**src/rtl/register_file_stack_if.sv**
```systemverilog
// Register file / stack access bundle: select, enables and data.
// master drives rd, wn, stack_en, push_en, pop_en, reg_id, write_data; slave drives read_data.
interface register_file_stack_if #(
    parameter int DATA_W = 16,
    parameter int ID_W   = 4
);
    logic              rd;
    logic              wn;
    logic              stack_en;
    logic              push_en;
    logic              pop_en;
    logic [ID_W-1:0]   reg_id;
    logic [DATA_W-1:0] write_data;
    logic [DATA_W-1:0] read_data;

    modport master (
        output rd, wn, stack_en, push_en, pop_en, reg_id, write_data,
        input  read_data
    );

    modport slave (
        input  rd, wn, stack_en, push_en, pop_en, reg_id, write_data,
        output read_data
    );
endinterface

```
**src/rtl/register_file_stack.sv**
```systemverilog
// Register file with attached LIFO stack; one op on reg_id per clock.
// Ports: clk, reset (async active-low), bus (register_file_stack_if.slave).
// Option REGFILE_ZERO_REG_EN: register 0 is hardwired to zero.
module register_file_stack #(
    parameter int DATA_W      = 16,
    parameter int NUM_REGS    = 16,
    parameter int STACK_DEPTH = 16
) (
    input logic                   clk,
    input logic                   reset,
    register_file_stack_if.slave  bus
);
    localparam int ID_W  = $clog2(NUM_REGS);
    localparam int IDX_W = $clog2(STACK_DEPTH);
    localparam int SP_W  = IDX_W + 1;

    logic [DATA_W-1:0] r_regs  [NUM_REGS];
    logic [DATA_W-1:0] r_stack [STACK_DEPTH];
    logic [SP_W-1:0]   r_sp;
    logic [DATA_W-1:0] r_read_data;

    logic [DATA_W-1:0] w_src;
    logic              w_push;
    logic              w_pop;
    logic [SP_W-1:0]   w_sp_m1;
    logic              w_wr_en;
    logic [DATA_W-1:0] w_wr_data;
    logic              w_wr_ok;

    // Push/pop qualifiers are masked by stack_en first so that
    // unknown push_en/pop_en outside stack mode cannot leak in.
    assign w_push = bus.stack_en && bus.push_en && !bus.pop_en
                    && (r_sp < SP_W'(STACK_DEPTH));
    assign w_pop  = bus.stack_en && bus.pop_en && !bus.push_en
                    && (r_sp != '0);
    assign w_sp_m1 = r_sp - 1'b1;

`ifdef REGFILE_ZERO_REG_EN
    assign w_src   = (bus.reg_id == '0) ? '0 : r_regs[bus.reg_id];
    assign w_wr_ok = (bus.reg_id != '0);
`else
    assign w_src   = r_regs[bus.reg_id];
    assign w_wr_ok = 1'b1;
`endif

    always_comb begin
        w_wr_en   = 1'b0;
        w_wr_data = bus.write_data;
        if (w_pop) begin
            w_wr_en   = 1'b1;
            w_wr_data = r_stack[w_sp_m1[IDX_W-1:0]];
        end else if (!bus.stack_en && bus.wn) begin
            w_wr_en   = 1'b1;
        end
    end

    always_ff @(posedge clk or negedge reset) begin
        if (!reset) begin
            for (int i = 0; i < NUM_REGS; i++) r_regs[i] <= '0;
            for (int i = 0; i < STACK_DEPTH; i++) r_stack[i] <= '0;
            r_sp        <= '0;
            r_read_data <= '0;
        end else begin
            if (bus.rd) r_read_data <= w_src;
            // A pop into a hardwired register still consumes the entry.
            if (w_wr_en && w_wr_ok) r_regs[bus.reg_id] <= w_wr_data;
            if (w_push) begin
                r_stack[r_sp[IDX_W-1:0]] <= w_src;
                r_sp <= r_sp + 1'b1;
            end else if (w_pop) begin
                r_sp <= w_sp_m1;
            end
        end
    end

    assign bus.read_data = r_read_data;

    logic [ID_W-1:0] w_unused_id;
    assign w_unused_id = bus.reg_id;
endmodule

```
**src/flat_wrapper.sv**
```systemverilog
// flat-port wrapper written by rule: the top's interface ports become plain ports
module register_file_stack_flat 
#(
    parameter int DATA_W      = 16,
    parameter int NUM_REGS    = 16,
    parameter int STACK_DEPTH = 16
)
  (clk, reset, bus_rd, bus_wn, bus_stack_en, bus_push_en, bus_pop_en, bus_reg_id, bus_write_data, bus_read_data);
  register_file_stack_if #(.DATA_W(DATA_W), .ID_W(4)) bus_i ();
  input logic clk;
  input logic reset;
  input wire logic [$bits(bus_i.rd)-1:0] bus_rd;
  input wire logic [$bits(bus_i.wn)-1:0] bus_wn;
  input wire logic [$bits(bus_i.stack_en)-1:0] bus_stack_en;
  input wire logic [$bits(bus_i.push_en)-1:0] bus_push_en;
  input wire logic [$bits(bus_i.pop_en)-1:0] bus_pop_en;
  input wire logic [$bits(bus_i.reg_id)-1:0] bus_reg_id;
  input wire logic [$bits(bus_i.write_data)-1:0] bus_write_data;
  output wire logic [$bits(bus_i.read_data)-1:0] bus_read_data;
  assign bus_i.rd = bus_rd;
  assign bus_i.wn = bus_wn;
  assign bus_i.stack_en = bus_stack_en;
  assign bus_i.push_en = bus_push_en;
  assign bus_i.pop_en = bus_pop_en;
  assign bus_i.reg_id = bus_reg_id;
  assign bus_i.write_data = bus_write_data;
  assign bus_read_data = bus_i.read_data;
  register_file_stack #(.DATA_W(DATA_W), .NUM_REGS(NUM_REGS), .STACK_DEPTH(STACK_DEPTH)) u_core (.clk(clk), .reset(reset), .bus(bus_i));
endmodule
```
**config.mk**
```make
export PLATFORM = sky130hd
export DESIGN_NAME = register_file_stack_flat
export DESIGN_NICKNAME = d
export VERILOG_FILES = /design/src/rtl/register_file_stack_if.sv /design/src/rtl/register_file_stack.sv /design/src/flat_wrapper.sv
export SDC_FILE = /design/constraint.sdc
export NUM_CORES = 1
export LEC_CHECK = 0
export BUFFER_PORTS_ARGS = -buffer_cell sky130_fd_sc_hd__buf_2
export CAP_MARGIN = 0
export CORE_ASPECT_RATIO = 1.75
export CORE_MARGIN = 2
export CORE_UTILIZATION = 55
export CTS_BUF_LIST = sky130_fd_sc_hd__clkbuf_4 sky130_fd_sc_hd__clkbuf_8 sky130_fd_sc_hd__clkbuf_16
export DETAILED_ROUTE_END_ITERATION = 8
export GPL_TIMING_DRIVEN = 0
export MAX_ROUTING_LAYER = met4
export PLACE_DENSITY = 0.74
export SYNTH_ARGS = -nofsm -noshare
export SYNTH_HDL_FRONTEND = slang
export SYNTH_SLANG_ARGS = --single-unit
```
**constraint.sdc**
```tcl
create_clock -name clk -period 7.2 [get_ports clk]
set_clock_uncertainty 0.05 [all_clocks]
set_input_delay 1.08 -clock clk [delete_from_list [all_inputs] [get_ports clk]]
set_output_delay 1.08 -clock clk [all_outputs]
set_load 0.01 [all_outputs]
```
# Word-level counts from Yosys, hierarchy flattened
# Index checks and enable logic that the tools add are counted.
# word_totals
regBits	533
out_inout_bits	16
elab_cells	76
# classes
n_addsub	2
n_lt_le_gt_ge	6
muxes	17
bitwise_logic	3
reduce_logical	14
# ops
operator	count
$bwmux W256	2
$bmux W16 S4	2
$demux W16 S4	2
$mux W16	7
$ge A5 B5 Y1 const B	3
$not A4 Y5	3
$lt A5 B1 Y1 const B	2
$mux W5	2
$logic_and A1 B1 Y1	9
$add A5 B1 Y5 const B	1
$lt A5 B5 Y1 const B	1
$reduce_bool A5 Y1	1
$sub A5 B1 Y5 const B	1
$logic_not A1 Y1	3
$mux W1	2
$reduce_bool A2 Y1	1

# Depth between registers and ports, before layout
# Gate-level depths: netlist (run 1).
# depth
word_depth	7
depth_mapped	13
ltp_nobuf	7

# Worst setup path before layout (run 1)
# No wires, ideal clock.
# synth_timing
path_kind	input-to-reg
start	input port bus_reg_id[1]
end	register u_core.r_stack[110] (netlist name)
setup_ps	125
t_arrival_ps	2968
setup_slack_ps	4057
path_stages	7
path_cell_list	buf_2 > buf_4 > clkbuf_1 > mux4_2 > mux4_2 > buf_6 > mux2_2
# synth_between
elab_chain_cells	5
# synth_rtl
item	line_no	rtl
start: declaration	flat_wrapper.sv:17	input wire logic [$bits(bus_i.reg_id)-1:0] bus_reg_id;
$not A4 Y5 (implied by the code)	register_file_stack.sv:42	assign w_src = r_regs[bus.reg_id];
$bmux W16 S4	register_file_stack.sv:42	
$mux W16 (implied by the code) (2 in series)	register_file_stack.sv:42	
$bwmux W256	register_file_stack.sv:68	r_stack[r_sp[IDX_W-1:0]] <= w_src;
end signal: indexed assignment	register_file_stack.sv:68	
end: declaration	register_file_stack.sv:18	logic [DATA_W-1:0] r_stack [STACK_DEPTH];
# Every way passes these cells. The select of a mux whose other input is x is not followed.
# A chain may end at the register's enable or synchronous reset.

# Worst setup path after layout (run 1)
# layout_timing
start	register u_core.r_sp[0]
end	register u_core.r_regs[63] (netlist name)
# layout_between
elab_chain_cells	7
# layout_rtl
item	line_no	rtl
start: declaration	register_file_stack.sv:19	logic [SP_W-1:0] r_sp;
start signal: assignment	register_file_stack.sv:69	r_sp <= r_sp + 1'b1;
start signal: assignment	register_file_stack.sv:71	r_sp <= w_sp_m1;
$sub A5 B1 Y5	register_file_stack.sv:36	assign w_sp_m1 = r_sp - 1'b1;
named net u_core.w_sp_m1[0]	register_file_stack.sv:25	logic [SP_W-1:0] w_sp_m1;
$not A4 Y5 (implied by the code)	register_file_stack.sv:51	w_wr_data = r_stack[w_sp_m1[IDX_W-1:0]];
$bmux W16 S4	register_file_stack.sv:51	
$mux W16 (implied by the code) (2 in series)	register_file_stack.sv:51	
$mux W16	register_file_stack.sv:49	if (w_pop) begin
$bwmux W256	register_file_stack.sv:66	if (w_wr_en && w_wr_ok) r_regs[bus.reg_id] <= w_wr_data;
end signal: indexed assignment	register_file_stack.sv:66	
end: declaration	register_file_stack.sv:17	logic [DATA_W-1:0] r_regs [NUM_REGS];
# The timed path passes the listed nets, and every way through them passes these cells. The select of a mux whose other input is x is not followed.

==> impl_metrics.env, run 1 <==
export IMPL_die_width_um=164.5
export IMPL_switching_share_pct=29.90
export IMPL_grt_pass1_vias=15350
export IMPL_cts_made_buffers=47
export IMPL_p_int_uw=7208
export IMPL_overflow=0
export IMPL_pwr_share_comb_pct=30.8
export IMPL_finalHoldViolCount=0
export IMPL_relSlewSlack_pct=34.45
export IMPL_vias=13310
export IMPL_cts_tree="done"
export IMPL_die_area_sq_um=46850
export IMPL_gp_congestion=0.9118
export IMPL_htree_levels=2
export IMPL_synth_seq_area_share_pct=53.81
export IMPL_crit_buf_inv=7
export IMPL_arrival_ps=4920
export IMPL_critPathMaxStageDelay_ps=870
export IMPL_tightest_slew_ps=970.5
export IMPL_drc_errors=0
export IMPL_finalSetupViolCount=0
export IMPL_crit_required_ps=7640
export IMPL_min_period_ps=4472
export IMPL_final_instance_count_excl_fill=2233
export IMPL_yosysTopAreaCell="dfrtp_1"
export IMPL_crit_family="buffers and inverters"
export IMPL_insertion_delay_ps=570
export IMPL_drv_slew=0
export IMPL_regToRegSetupSlack_ps=2730
export IMPL_holdBufCountCts=0
export IMPL_holdWs_ps=344.1
export IMPL_synth_cell_type_count=46
export IMPL_synth_flop_cell="dfrtp_1"
export IMPL_ant_nets=0
export IMPL_synth_top_area_share_pct=53.81
export IMPL_r2r_end="u_core.r_regs[63]"
export IMPL_p_total_uw=10280
export IMPL_r2r_start="u_core.r_sp[0]"
export IMPL_path_clk_slew_ps=70
export IMPL_max_freq_mhz=223.6
export IMPL_synth_commonest_cells="dfrtp_1, mux2_2, mux4_2, clkbuf_1, nand2_1"
export IMPL_status="finished clean"
export IMPL_synth_seq_cells=533
export IMPL_cp_max_fo=10
export IMPL_stdcell_area_sq_um=27420
export IMPL_grt_pass1_wl_um=85850
export IMPL_synth_async_reset_ratio_pct=100.0
export IMPL_wl_per_cell_um=23.96
export IMPL_die_h_um=284.8
export IMPL_power_density_nw_per_um2=374.9
export IMPL_synth_edf_count=0
export IMPL_synth_nets=1569
export IMPL_crit_path_end_kind="flop"
export IMPL_finalCritPeriodShare_pct=62.11
export IMPL_clockRootBuffer="clkbuf_16"
export IMPL_clkPwrFrac_pct=25.5
export IMPL_rows=102
export IMPL_power_switching_uw=3074
export IMPL_rsz0062_at_grt="false"
export IMPL_antenna_found_initial=0
export IMPL_nets=1660
export IMPL_grt_max_degree=138
export IMPL_cp_cell_sequence="buf_4 > buf_6 > buf_2 > inv_1 > ha_1 > buf_2 > buf_2 > mux4_2 > o21ai_0 > a41oi_1 > clkbuf_1 > mux2_2"
export IMPL_cts_setup_buffers=0
export IMPL_area_growth_pct=10.65
export IMPL_dp_cells=2151
export IMPL_critical_path_most_common_cell="buf_2"
export IMPL_fillers=3369
export IMPL_grt_usage_pct=24.73
export IMPL_initial_core_util_pct=55.81
export IMPL_clock_path_buffers=3
export IMPL_power_leakage_uw=0.01240
export IMPL_drt_initial_drc_count=834
export IMPL_critPathKind="flop to flop"
export IMPL_dp_hpwl_um=40510
export IMPL_cts_resized_gates=0
export IMPL_crit_slowest_cell="a41oi_1"
export IMPL_n_antenna_cell=0
export IMPL_cts_sinks=533
export IMPL_reg2reg_depth=12
export IMPL_drt_pass1_iterations=5
export IMPL_synth_most_common_cell="dfrtp_1"
export IMPL_syn_area_per_cell_sq_um=16.13
export IMPL_drive_above_1_share_pct=54.61
export IMPL_via_per_inst=5.961
export IMPL_synth_area_leaders="dfrtp_1, mux2_2, mux4_2"
export IMPL_finalWirelength_um=53500
export IMPL_cp_start_kind="flop"
export IMPL_postSynthCellCount=1537
export IMPL_yosysWarnings=0
export IMPL_numPortBuffers=38
export IMPL_vdd_drop_max_mv=0.2202
export IMPL_maxCapViolations=0
export IMPL_placed_area_sq_um=25810
export IMPL_power_frac_seq_pct=43.7
export IMPL_io_pins=43
export IMPL_syn_area_sq_um=24790
export IMPL_hold_class="primary input to async pin"
export IMPL_coreArea_sq_um=44410
layer usage:
| layer | track usage (%) | routed length (um) |
|---|---|---|
| met2 | 45.73 | 30760 |
| met3 | 2.705 | 1355 |
| met5 | - | 0 |
| met1 | 26.64 | 19160 |
| met4 | 9.891 | 2232 |
through the flow:
step	setup TNS [ps]	util, %	setup slack, ps
after CTS	0	61.75	2739
after detailed placement	0	58.12	2788
after floorplan	0	-	4057
after global placement	-2601970	57.85	-5002
final	0	61.75	2728
after global routing	0	61.75	2551
worst max-delay path by stage:
stage	depth (start not counted)	startpoint	endpoint	slack, ps
after CTS	12	u_core.r_sp[0]	u_core.r_regs[63]	2740
after global placement	1	reset	u_core.r_stack[90]	-5000
after global routing	12	u_core.r_sp[0]	u_core.r_regs[15]	2550
final	12	u_core.r_sp[0]	u_core.r_regs[63]	2730
after floorplan	7	bus_reg_id[1]	u_core.r_stack[110]	4060
after detailed placement	12	u_core.r_sp[0]	u_core.r_regs[63]	2790
cell usage in the layout (no fill, tap or decap), types with 5 or more instances in the layout:
master / n
buf_2: 76
buf_6: 33
mux4_2: 144
a41oi_1: 5
clkbuf_16: 49
mux2_2: 512
a22oi_1: 6
clkbuf_4: 10
a211oi_4: 13
dfrtp_1: 533
nor2_1: 21
nand2_1: 40
o22ai_1: 16
buf_4: 9
ha_1: 5
clkinv_2: 5
o21ai_0: 31
clkbuf_1: 43
a41oi_2: 10
inv_1: 23
clkbuf_8: 13
a22oi_2: 10
registers in the layout, indices dropped and copies added, names as in the netlist:
signal / cells
u_core.r_sp: 5
u_core.bus.read_data: 16
u_core.r_stack: 256
u_core.r_regs: 256
cell type report:
type | instances | area, sq um | share of cell area, %
Clock inverter | 10 | 132.6 | 0.4836
Sequential cell | 533 | 13340 | 48.64
Timing Repair Buffer | 42 | 310.3 | 1.131
Clock buffer | 72 | 1480 | 5.397
Multi-Input combinational cell | 852 | 10520 | 38.35
Inverter | 23 | 86.33 | 0.3148
Buffer | 129 | 843.3 | 3.075
Tap cell | 572 | 715.7 | 2.610
power by group through the flow:
stage               clock network (uW)  registers (uW)  logic (uW)
floorplan                            0            4370        2400
CTS                               2670            4490        3200
global route                      2800            4620        3390
detailed placement                   0            4540        3190
global placement                     0            4450        3060
finish                            2620            4500        3170
cell families after synthesis:
kind of cell,Yosys count,synth area share (%)
muxes,656,36.35
DFF,533,53.81
buffers and inverters,152,3.751
AOI/OAI and AO/OA,109,4.281
and+or+nand+nor,79,1.449
adders and majority gates,5,0.2524
xor gates and xnor gates,3,0.1060
No activity file was read; power rests on OpenSTA's default activity.
==> run 2, diff against run 1 <==
Settings changed: ABC_AREA set to 1, PLACE_DENSITY 0.74 to 0.77.
Clock period 7.2 ns to 3.9 ns, I/O delays scaled along.
==> run 2 against run 1 <==
Core utilization is 0.41 points lower; sequential power is 65% higher; maximum frequency is 20% higher; final cell count is 99% higher; synthesized cell count is 140% higher; critical path depth is 2 higher; wire length is 71% higher; design area is 11% higher; area after synthesis is 11% higher; largest cell class unchanged; largest power group unchanged.
==> impl_metrics.env, run 2 <==
export IMPL_status="finished clean"
export IMPL_overflow=0
export IMPL_reg2reg_depth=14
export IMPL_min_period_ps=3731
export IMPL_worstHoldStart="bus_rd"
export IMPL_power_frac_seq_pct=37.7
export IMPL_tns_ps=0
export IMPL_r2r_start="u_core.r_sp[0]"
export IMPL_yosysWarnings=0
export IMPL_yosys_area_share_adder_pct=0.2272
export IMPL_finalHoldViolCount=0
export IMPL_critPathKind="flop to flop"
export IMPL_clockRootBuffer="clkbuf_16"
export IMPL_cts_setup_buffers=0
export IMPL_area_growth_pct=10.50
export IMPL_grt_usage_pct=36.39
export IMPL_holdBufCountCts=1
export IMPL_fillers=4537
export IMPL_via_per_inst=5.657
export IMPL_rows=108
export IMPL_power_density_nw_per_um2=649.5
export IMPL_switching_share_pct=40.10
export IMPL_max_freq_mhz=268.0
export IMPL_synth_top_family_by_area="simple AND/OR/NAND/NOR gates"
export IMPL_gp_congestion=0.9611
export IMPL_dp_hpwl_um=67600
export IMPL_syn_area_sq_um=27530
export IMPL_synth_seq_cells=533
export IMPL_synthMuxAreaShare_pct=0
export IMPL_stdcell_area_sq_um=30420
export IMPL_tightest_slew_ps=952.4
export IMPL_critical_path_most_common_cell="nand3_1"
export IMPL_dpl_worst_slack_ps=273.1
export IMPL_antenna_found_initial=0
export IMPL_setup_slack_ps=169.3
export IMPL_crit_path_end_kind="flop"
export IMPL_die_area_sq_um=51930
export IMPL_synth_edf_count=0
export IMPL_vias=25110
export IMPL_drv_slew=0
export IMPL_synth_cell_type_count=37
export IMPL_arrival_ps=4210
export IMPL_final_instance_count_excl_fill=4439
export IMPL_synth_async_reset_ratio_pct=100.0
export IMPL_hold_class="primary input to flop"
export IMPL_drt_initial_drc_count=2266
export IMPL_cp_max_fo=12
export IMPL_final_util_pct=61.34
export IMPL_wl_per_cell_um=20.58
export IMPL_numPortBuffers=42
export IMPL_pwr_share_comb_pct=36.0
export IMPL_synth_nets=3676
export IMPL_synth_commonest_cells="nand2_1, dfrtp_1, nand3_1, inv_1, o21ai_1"
export IMPL_rsz0062_at_grt="false"
export IMPL_cp_cell_sequence="buf_2 > inv_2 > buf_4 > buf_4 > ha_1 > inv_2 > buf_1 > nand3_1 > nand3_1 > nand3_1 > nand3_2 > buf_2 > nand3_1 > nand2_1"
export IMPL_busiest_layer="met2"
export IMPL_clock_path_buffers=3
export IMPL_r2r_end="u_core.r_regs[36]"
export IMPL_n_antenna_cell=0
export IMPL_grt_use_met1_pct=35.81
export IMPL_io_pins=43
export IMPL_synth_top_area_share_pct=48.45
export IMPL_path_clk_slew_ps=70
export IMPL_coreArea_sq_um=49590
export IMPL_grt_pass1_vias=25090
export IMPL_regToRegSetupSlack_ps=170
export IMPL_synth_seq_area_share_pct=48.45
export IMPL_synth_simple_area_share_pct=36.65
export IMPL_cts_made_buffers=49
export IMPL_vdd_drop_max_mv=0.4054
export IMPL_drc_errors=0
export IMPL_synth_area_leaders="dfrtp_1, nand2_1, nand3_1"
export IMPL_relSlewSlack_pct=36.51
export IMPL_die_width_um=173.1
export IMPL_ant_nets=0
export IMPL_finalSetupViolCount=0
export IMPL_clkPwrFrac_pct=26.4
export IMPL_crit_slowest_cell="buf_1"
export IMPL_yosysTopAreaCell="dfrtp_1"
export IMPL_cp_start_kind="flop"
export IMPL_hold_depth=3
export IMPL_grt_max_degree=114
export IMPL_cts_sinks=533
export IMPL_finalCritPeriodShare_pct=95.66
export IMPL_placed_area_sq_um=28710
export IMPL_finalWirelength_um=91370
export IMPL_synth_compound_area_share_pct=5.217
export IMPL_die_h_um=300.0
export IMPL_drive_above_1_share_pct=12.20
export IMPL_crit_required_ps=4380
export IMPL_gr_usage_met2_pct=63.10
export IMPL_syn_area_per_cell_sq_um=7.555
export IMPL_critPathMaxStageDelay_ps=610
export IMPL_synth_xor_area_share_pct=0.2136
export IMPL_maxCapViolations=0
export IMPL_min_to="u_core.bus.read_data[3]"
export IMPL_power_switching_uw=7924
export IMPL_power_leakage_uw=0.01633
export IMPL_layout_common_cells="nand2_1, dfrtp_1, nand3_1, inv_1, o21ai_1"
export IMPL_synth_most_common_cell="nand2_1"
export IMPL_htree_levels=2
export IMPL_initial_core_util_pct=55.51
export IMPL_synth_flop_cell="dfrtp_1"
export IMPL_dp_cells=4351
export IMPL_insertion_delay_ps=610
export IMPL_drt_pass1_iterations=6
export IMPL_cts_resized_gates=0
export IMPL_p_int_uw=11840
export IMPL_cts_tree="done"
export IMPL_postSynthCellCount=3644
export IMPL_grt_pass1_wl_um=140200
export IMPL_use_met3_pct=4.363
export IMPL_nets=3775
export IMPL_layout_commonest_cell="nand2_1"
[run 2: logic make-up (layout without fill, tap and decap cells)]
| family | after synthesis | in the layout |
|---|---|---|
| AOI/OAI and AO/OA | 279 | 279 |
| xor gates and xnor gates | 5 | 5 |
| adders and majority gates | 5 | 5 |
| buffers and inverters | 479 | 614 |
| DFF | 533 | 533 |
| and+or+nand+nor | 2343 | 2343 |
[run 2: area by class of cell]
class	count	area, sq um	area share (%)
inverters	247	970.9	3.192
clock buffers	69	1439	4.730
clock inverters	18	257.7	0.8473
plain buffers	232	1573	5.170
multi-input cells	2632	11650	38.29
well taps	660	825.8	2.715
repair buffers	48	367.9	1.209
flip-flops and latches	533	13340	43.84
[run 2: power groups by stage]
| stage | Combinational [uW] | Clock [uW] | Sequential [uW] |
|---|---|---|---|
| 6_report | 7110 | 5210 | 7440 |
| 5_1_grt | 7690 | 5430 | 7560 |
| 4_1_cts | 6970 | 5200 | 7410 |
| 3_5_place_dp | 6920 | 0 | 7490 |
| 3_3_place_gp | 6810 | 0 | 7470 |
| 2_1_floorplan | 4600 | 0 | 7330 |
[run 2: routing by layer]
layer / wire length (um) / vias up
met5: 0 / -
met4: 9241 / 0
met3: 5198 / 481
met2: 46610 / 1154
met1: 30330 / 11810
li1: - / 11660
[run 2: metrics by stage]
| stage | hold WS [ps] | power, uW |
|---|---|---|
| 3_3_place_gp | 409.5 | 14280 |
| 3_5_place_dp | 411.4 | 14410 |
| 5_1_grt | 293.9 | 20680 |
| 2_1_floorplan | 239.4 | 11930 |
| 4_1_cts | 267.8 | 19570 |
| 6_report | 278.8 | 19760 |
[run 2: how the worst max path moves through the flow]
stage              startpoint                  end  slack (ps)  cells after the start
2_1_floorplan  u_core.r_sp[0]     u_core.r_regs[8]        1510                     14
3_3_place_gp            reset  u_core.r_stack[137]       -8980                      1
3_5_place_dp   u_core.r_sp[0]   u_core.r_regs[132]         270                     14
4_1_cts        u_core.r_sp[0]   u_core.r_regs[132]         250                     14
5_1_grt        u_core.r_sp[0]    u_core.r_regs[52]         100                     14
6_report       u_core.r_sp[0]    u_core.r_regs[36]         170                     14
[run 2: critical path, delay by kind of cell (launching register included)]
| kind | cells | cell delay (ps) |
|---|---|---|
| fa+ha+maj | 1 | 380 |
| simple gates | 6 | 850 |
| buf+inv | 7 | 1960 |
| flops | 1 | 400 |
==> run 3, diff against run 2 <==
--- a/config.mk
+++ b/config.mk
@@ -10,3 +10,2 @@
 export CAP_MARGIN = 0
-export CORE_ASPECT_RATIO = 1.75
 export CORE_MARGIN = 2
--- a/constraint.sdc
+++ b/constraint.sdc
@@ -4,2 +4,2 @@
 set_output_delay 0.585 -clock clk [all_outputs]
-set_load 0.01 [all_outputs]
+set_load 0.005 [all_outputs]
==> run 3 against run 2 <==
Final cell count rose by 0.47%; flip-flop and latch count is the same; global-route usage rose by 0.10 points; clock power grew 12%; register-to-register slack gained 190 ps; wire length grew 1.1%; largest power group unchanged.
==> impl_metrics.env, run 3 (synthesis results as in run 2) <==
export IMPL_status="finished clean"
export IMPL_vdd_drop_max_mv=0.4320
export IMPL_finalSetupViolCount=0
export IMPL_p_total_uw=20520
export IMPL_layout_commonest_cell="nand2_1"
export IMPL_finalCritPeriodShare_pct=90.77
export IMPL_cts_tree="done"
export IMPL_cp_max_fo=12
export IMPL_holdWs_ps=296.8
export IMPL_regToRegSetupSlack_ps=360
export IMPL_cts_made_buffers=56
export IMPL_min_period_ps=3540
export IMPL_final_util_pct=62.50
export IMPL_power_leakage_uw=0.01647
export IMPL_finalHoldViolCount=0
export IMPL_power_density_nw_per_um2=668.1
export IMPL_grt_pass1_wl_um=142800
export IMPL_coreArea_sq_um=49150
export IMPL_drv_slew=0
export IMPL_io_pins=43
export IMPL_vias=25660
export IMPL_rows=81
export IMPL_wl_per_cell_um=20.71
export IMPL_via_per_inst=5.754
export IMPL_rsz0062_at_grt="false"
export IMPL_ant_nets=0
export IMPL_arrival_ps=4060
export IMPL_area_growth_pct=11.59
export IMPL_cp_start_kind="flop"
export IMPL_numPortBuffers=42
export IMPL_dpl_worst_slack_ps=454.0
export IMPL_drive_above_1_share_pct=12.55
export IMPL_initial_core_util_pct=56.01
export IMPL_drt_initial_drc_count=3222
export IMPL_overflow=0
export IMPL_setup_slack_ps=359.9
export IMPL_critPathKind="flop to flop"
export IMPL_hold_class="primary input to flop"
export IMPL_dp_hpwl_um=64680
export IMPL_gp_congestion=0.9566
export IMPL_drt_pass1_iterations=5
export IMPL_die_width_um=227.7
export IMPL_grt_pass1_vias=24800
export IMPL_crit_path_end_kind="flop"
export IMPL_fillers=4361
export IMPL_cts_resized_gates=0
export IMPL_antenna_found_initial=1
export IMPL_htree_levels=2
export IMPL_nets=3782
export IMPL_grt_usage_pct=36.49
export IMPL_crit_required_ps=4420
export IMPL_finalWirelength_um=92380
export IMPL_cts_sinks=533
export IMPL_die_h_um=227.7
export IMPL_clock_path_buffers=3
export IMPL_stdcell_area_sq_um=30720
export IMPL_max_freq_mhz=282.5
export IMPL_drc_errors=0
export IMPL_maxCapViolations=0
export IMPL_insertion_delay_ps=640
export IMPL_clockRootBuffer="clkbuf_16"
export IMPL_path_clk_slew_ps=70
export IMPL_layout_common_cells="nand2_1, dfrtp_1, nand3_1, inv_1, o21ai_1"
export IMPL_die_area_sq_um=51860
export IMPL_relSlewSlack_pct=45.61
export IMPL_tightest_slew_ps=815.9
export IMPL_grt_max_degree=118
export IMPL_placed_area_sq_um=28720
run 3: path summary, 6_finish.rpt:
check | start | to | cells past startpoint
setup / recovery | u_core.r_sp[0] | u_core.r_regs[52] | 14
hold / removal | bus_rd | u_core.bus.read_data[1] | 3
setup reg to reg | u_core.r_sp[0] | u_core.r_regs[52] | 14
hold reg to reg | u_core.bus.read_data[13] | u_core.bus.read_data[13] | 2
max in group asynchronous | reset | u_core.r_stack[8] | 4
min in group asynchronous | reset | u_core.r_regs[66] | 2
run 3: per-stage QoR:
stage | instances | setup TNS, ps
floorplan | 3644 | 0
global placement | 4350 | -4741220
detailed placement | 4355 | 0
CTS | 4458 | 0
global route | 4460 | 0
finish | 4460 | 0
run 3: report_power, final:
group	leakage (uW)	switching [uW]	total (uW)	internal, uW
combinational	0.00837	5130	7260	2130
sequential	0.00711	695	7430	6730
clock	0.000998	2390	5830	3440
total	0.0165	8220	20500	12300
run 3: final cells by class:
type	count	area (sq um)	share of cell area (%)
antenna	2	5.005	0.01629
buffer	232	1573	5.120
clock buffer	81	1670	5.437
clock inverter	21	316.6	1.030
inverter	247	970.9	3.161
multi-input combinational	2632	11650	37.92
sequential	533	13340	43.42
tap	664	830.8	2.704
timing repair buffer	48	367.9	1.197
run 3: metal layers:
metal / vias to the layer above / share of wire [%] / wire length, um / GRT usage [%]
met5: - / 0 / 0 / -
met4: 0 / 6.9 / 6391 / 22.72
met3: 361 / 9.5 / 8795 / 6.606
met2: 1459 / 46 / 42660 / 57.24
met1: 12140 / 37 / 34530 / 43.85
li1: 11700 / - / - / -
run 3: worst max-delay path: stages, from the launching register on:
cell	delay [ps]
dfrtp_1	400
buf_2	170
inv_2	100
buf_4	190
buf_4	220
ha_1	310
inv_2	250
clkbuf_1	660
nand3_1	190
nand3_1	110
nand3_1	90
nand3_2	230
buf_2	310
nand3_1	110
nand2_1	70
run 3: timing repair:
action,4_1_cts,5_1_grt
hold endpoints to repair,58,0
setup endpoints to repair,0,0
hold buffers,1,0
buffers inserted,0,0
